$ cat src/rtl/sipo_rx.sv
// sipo_rx: bit-strobed serial-in, parallel-out receiver with a double-buffered word output.
// Define SIPO_PARITY_EN to append one even-parity bit per word and flag it on par_perr.
module sipo_rx #(
  parameter int WIDTH     = 4,
  parameter bit MSB_FIRST = 1'b1
) (
  input  logic             clk,
  input  logic             rst_n,
  input  logic             ser_in,
  input  logic             ser_valid,
  input  logic             frame_start,
  output logic [WIDTH-1:0] par_out,
  output logic             par_valid,
  input  logic             par_ready,
  output logic             busy,
  output logic             overrun,
  output logic             frame_err,
  input  logic             overrun_clr,
  output logic             par_perr
);

`ifdef SIPO_PARITY_EN
  localparam int PB = 1;
`else
  localparam int PB = 0;
`endif
  localparam int NB = WIDTH + PB;
  localparam int CW = $clog2(NB + 1);

  typedef enum logic {IDLE, SHIFT} state_t;

  state_t           state;
  logic [CW-1:0]    cnt;
  logic [WIDTH-1:0] sreg;
  logic             acc;

  logic             start;
  logic             resync;
  logic             step;
  logic             done;
  logic             restart;
  logic [CW-1:0]    idx;
  logic [WIDTH-1:0] word;
  logic             acc_nx;

  assign start   = ser_valid && frame_start && (state == IDLE);
  assign resync  = ser_valid && frame_start && (state == SHIFT);
  assign step    = ser_valid && !frame_start && (state == SHIFT);
  assign done    = step && (cnt == CW'(NB - 1));
  assign restart = frame_start || (state == IDLE);
  assign idx     = restart ? '0 : cnt;

  // Parity bit index (== WIDTH) matches no data position, so word is untouched
  always_comb begin
    word   = restart ? '0 : sreg;
    acc_nx = (restart ? 1'b0 : acc) ^ ser_in;
    for (int i = 0; i < WIDTH; i++) begin
      if (int'(idx) == (MSB_FIRST ? WIDTH - 1 - i : i)) begin
        word[i] = ser_in;
      end
    end
  end

  always_ff @(posedge clk or negedge rst_n) begin
    if (!rst_n) begin
      state     <= IDLE;
      cnt       <= '0;
      sreg      <= '0;
      acc       <= 1'b0;
      busy      <= 1'b0;
      frame_err <= 1'b0;
    end else begin
      frame_err <= resync;
      if (start || resync) begin
        state <= SHIFT;
        busy  <= 1'b1;
        cnt   <= CW'(1);
        sreg  <= word;
        acc   <= acc_nx;
      end else if (done) begin
        state <= IDLE;
        busy  <= 1'b0;
        cnt   <= '0;
        sreg  <= '0;
        acc   <= 1'b0;
      end else if (step) begin
        cnt  <= cnt + CW'(1);
        sreg <= word;
        acc  <= acc_nx;
      end
    end
  end

  // Output buffer; a drop sets overrun after the clear so set wins
  always_ff @(posedge clk or negedge rst_n) begin
    if (!rst_n) begin
      par_out   <= '0;
      par_valid <= 1'b0;
      overrun   <= 1'b0;
    end else begin
      if (overrun_clr) overrun <= 1'b0;
      if (done) begin
        if (!par_valid || par_ready) begin
          par_out   <= word;
          par_valid <= 1'b1;
        end else begin
          overrun <= 1'b1;
        end
      end else if (par_valid && par_ready) begin
        par_valid <= 1'b0;
      end
    end
  end

`ifdef SIPO_PARITY_EN
  always_ff @(posedge clk or negedge rst_n) begin
    if (!rst_n) begin
      par_perr <= 1'b0;
    end else if (done && (!par_valid || par_ready)) begin
      par_perr <= acc_nx;
    end
  end
`else
  assign par_perr = 1'b0;
`endif

endmodule
$ cat config.mk
export PLATFORM = sky130hd
export DESIGN_NAME = sipo_rx
export DESIGN_NICKNAME = d
export VERILOG_FILES = /design/src/rtl/sipo_rx.sv
export SDC_FILE = /design/constraint.sdc
export NUM_CORES = 1
export LEC_CHECK = 0
export ABC_AREA = 1
export CORE_UTILIZATION = 44
export CTS_BUF_LIST = sky130_fd_sc_hd__clkbuf_8
export DETAILED_ROUTE_END_ITERATION = 16
export PLACE_DENSITY_LB_ADDON = 0.25
export SYNTH_ARGS = -nofsm -noshare
export SYNTH_HDL_FRONTEND = slang
export SYNTH_SLANG_ARGS = --single-unit
$ cat constraint.sdc
create_clock -name clk -period 1.81 [get_ports clk]
set_clock_uncertainty 0.15 [all_clocks]
set_input_delay 0.181 -clock clk [delete_from_list [all_inputs] [get_ports clk]]
set_output_delay 0.181 -clock clk [all_outputs]
set_load 0.01 [all_outputs]
==> results.yml <==
status:
  outcome: "finished, violations left"
  violations: "design-rule violations"
die:
  die_area_sq_mm: 0.001896
  io_pins: 16
  dieHeight_microns: 43.55
  initial_core_util_pct: 48.72
  core_area_sq_mm: 0.001559
  fp.dieW_microns: 43.55
  core.rowCount: 14
grt:
  grt_pass1_vias: 654
  grt_use_total_pct: 19.07
  overflow: 0
  grt_max_degree: 16
  antenna_found_initial: 0
  grt_pass1_wl_mm: 2.608
final_layout:
  area.growth.synth_to_final_pct: 27.02
  fin_nets: 124
  drive_gt1_share_pct: 13.91
  final_area_sq_um: 964.7
  stdcell_count: 131
  n_antenna_cell: 0
clocking:
  cts_buffers: 3
  clk_pin_slew_ns: 0.06
  post_cts_buffers: 0
  clk-insertion-delay-late_ns: 0.25
  clockBufferDepth: 2
  cts_tree: "yes"
  cts_resized: 0
  cts_max_level: 1
  clock_sinks: 15
  cts_root_buffer: "clkbuf_8"
  hold_buffers: 0
detailed_routing:
  drtIter0Drc: 10
  route.final.wire_length_mm: 1.440
  drcViolationCount: 2
  post_drt_via_cell_ratio: 5.069
  ant_nets: 0
  first_pass_iters: 10
  vias: 664
  wl_per_cell_microns: 10.99
synth:
  syn_inst: 97
  synth.avg_cell_area_sq_um: 7.830
  syn_area_sq_um: 759.5
  netlist.area_leader.share_pct: 49.42
  yosysUniqueCellTypes: 17
  synth_commonest_cells: "nand2_1, dfrtp_1, nand3_1, inv_1, nor2_1"
  synth_top_cell_by_area: "dfrtp_1"
  synth_edf_count: 0
  yosysSeqAreaShare_pct: 49.42
  synth_fp_nets: 105
  synth_area_leaders: "dfrtp_1, nand2_1, nand3_1"
  post-synth-top-count-cell: "nand2_1"
  synthFlopType: "dfrtp_1"
  async_flop_share_pct: 100.0
  yosys_warnings: 0
  ys_seq_elements: 15
timing:
  fin_crit_sh_pct: 84.99
  rsz0062_at_grt: "false"
  fmax_mhz: 650.1
  min_period_ns: 1.538
  setup_viol: 0
  slew_viol_final: 0
  tns_ns: 0
  hold_violations: 0
critical_path:
  critPathBufInv: 1
  critPathSlowestCell: "clkdlybuf4s50_1"
  crit_arrival_ns: 1.21
  crit_path_start_kind: "flop"
  cpPeakStageDelay_ns: 0.56
  worstPathMaxFanout: 4
  path_delay_family: "buffers and inverters"
  endpoint_kind: "primary output"
  path_class: "flop to primary output"
  required_ns: 1.48
  crit_chain: "clkdlybuf4s50_1"
pwr:
  p_int_mw: 0.7761
  pwr-share-comb_pct: 36.3
  p_clk_share_pct: 22.1
  leakagePower_nw: 0.5005
  p_sw_mw: 0.4239
  vdd_drop_max_mv: 0.6095
  pwr-share-seq_pct: 41.6
  power_density_mw_per_mm2: 1244
  sw_frac_of_total_pct: 35.32
place:
  placedCellCount: 127
  hpwlAfterDp_mm: 1.104
  place_area_sq_um: 919.6
  routabilityCongestion: 0.8720
  io_buffers: 14
worst_hold_path:
  hold_class: "primary input to asynchronous set/reset pin"
job:
  maxCapViolations: 0
## path summary, 6_finish.rpt
check / slack (ns) / start / cells past startpoint / to
max: 0.27 / state / 1 / busy
min: 0.09 / rst_n / 2 / par_valid
max reg2reg: 0.30 / cnt[0] / 6 / par_out[1]
min reg2reg: 0.32 / par_out[3] / 2 / par_out[3]
max in group asynchronous: 1.25 / rst_n / 2 / cnt[0]
min in group clk: 0.32 / par_out[3] / 2 / par_out[3]
## metrics by stage
step	setup slack [ns]	hold WS, ns	util (%)	power (mW)
after floorplan	0.4352	-0.2646	-	0.7628
after global placement	0.2474	0.3148	58.99	0.9271
after detailed placement	0.2028	0.3123	58.99	0.9376
after CTS	0.2635	0.1073	61.88	1.208
after global routing	0.1823	0.1121	61.88	1.292
final	0.2717	0.09451	61.88	1.200
## flip-flops by register name, summed over array words and instances, names as in the netlist
name	cells
frame_err	1
overrun	1
cnt	3
par_out	4
sreg	4
state	1
par_valid	1
## power by group through the flow
stage	sequential [mW]	combinational, mW	clock [mW]
2_1_floorplan	0.518	0.245	0
3_3_place_gp	0.504	0.423	0
3_5_place_dp	0.505	0.432	0
4_1_cts	0.499	0.438	0.271
5_1_grt	0.514	0.491	0.287
6_report	0.500	0.435	0.265
## worst reg2reg max path: cells and delay by family (launching register included)
kind          cells  cell delay, ns
flops             1            0.46
fa+ha+maj         1            0.22
simple gates      4            0.48
buf+inv           1            0.09
## final cells by class
class	instances	area, sq um
fill	135	594.3
multi-input combinational	68	327.8
clock buffer	3	41.29
timing repair buffer	15	147.6
clock inverter	1	3.754
inverter	13	48.80
tap	16	20.02
sequential	15	375.4
## cells by family after synthesis
family | Yosys count | synth area share, %
other | 1 | 0.4938
buffers and inverters | 14 | 7.414
adders and majority gates | 1 | 1.647
DFF | 15 | 49.42
and+or+nand+nor | 60 | 37.07
AOI/OAI and AO/OA | 6 | 3.954
## placed cells by master (no fill, tap or decap)
cell,instances
clkbuf_8,3
clkdlybuf4s50_1,14
nand3_2,2
ha_1,1
buf_4,1
nand2_2,2
nand2_1,34
nor2_1,7
nor3_4,1
inv_1,9
nor2_4,1
nand4_1,1
conb_1,1
a21oi_1,2
o21ai_1,4
nor2_2,1
inv_2,5
dfrtp_1,15
nand3_1,11
## per-layer routing
metal | GRT usage, % | up-vias | part of all wire [%]
li1 | - | 336 | -
met2 | 30.75 | 21 | 48
met3 | 3.750 | 5 | 4.8
met5 | 0 | - | 0
met1 | 22.79 | 302 | 45
met4 | 13.13 | 0 | 2.8
Note: power is estimated with default switching activity, not from simulation.
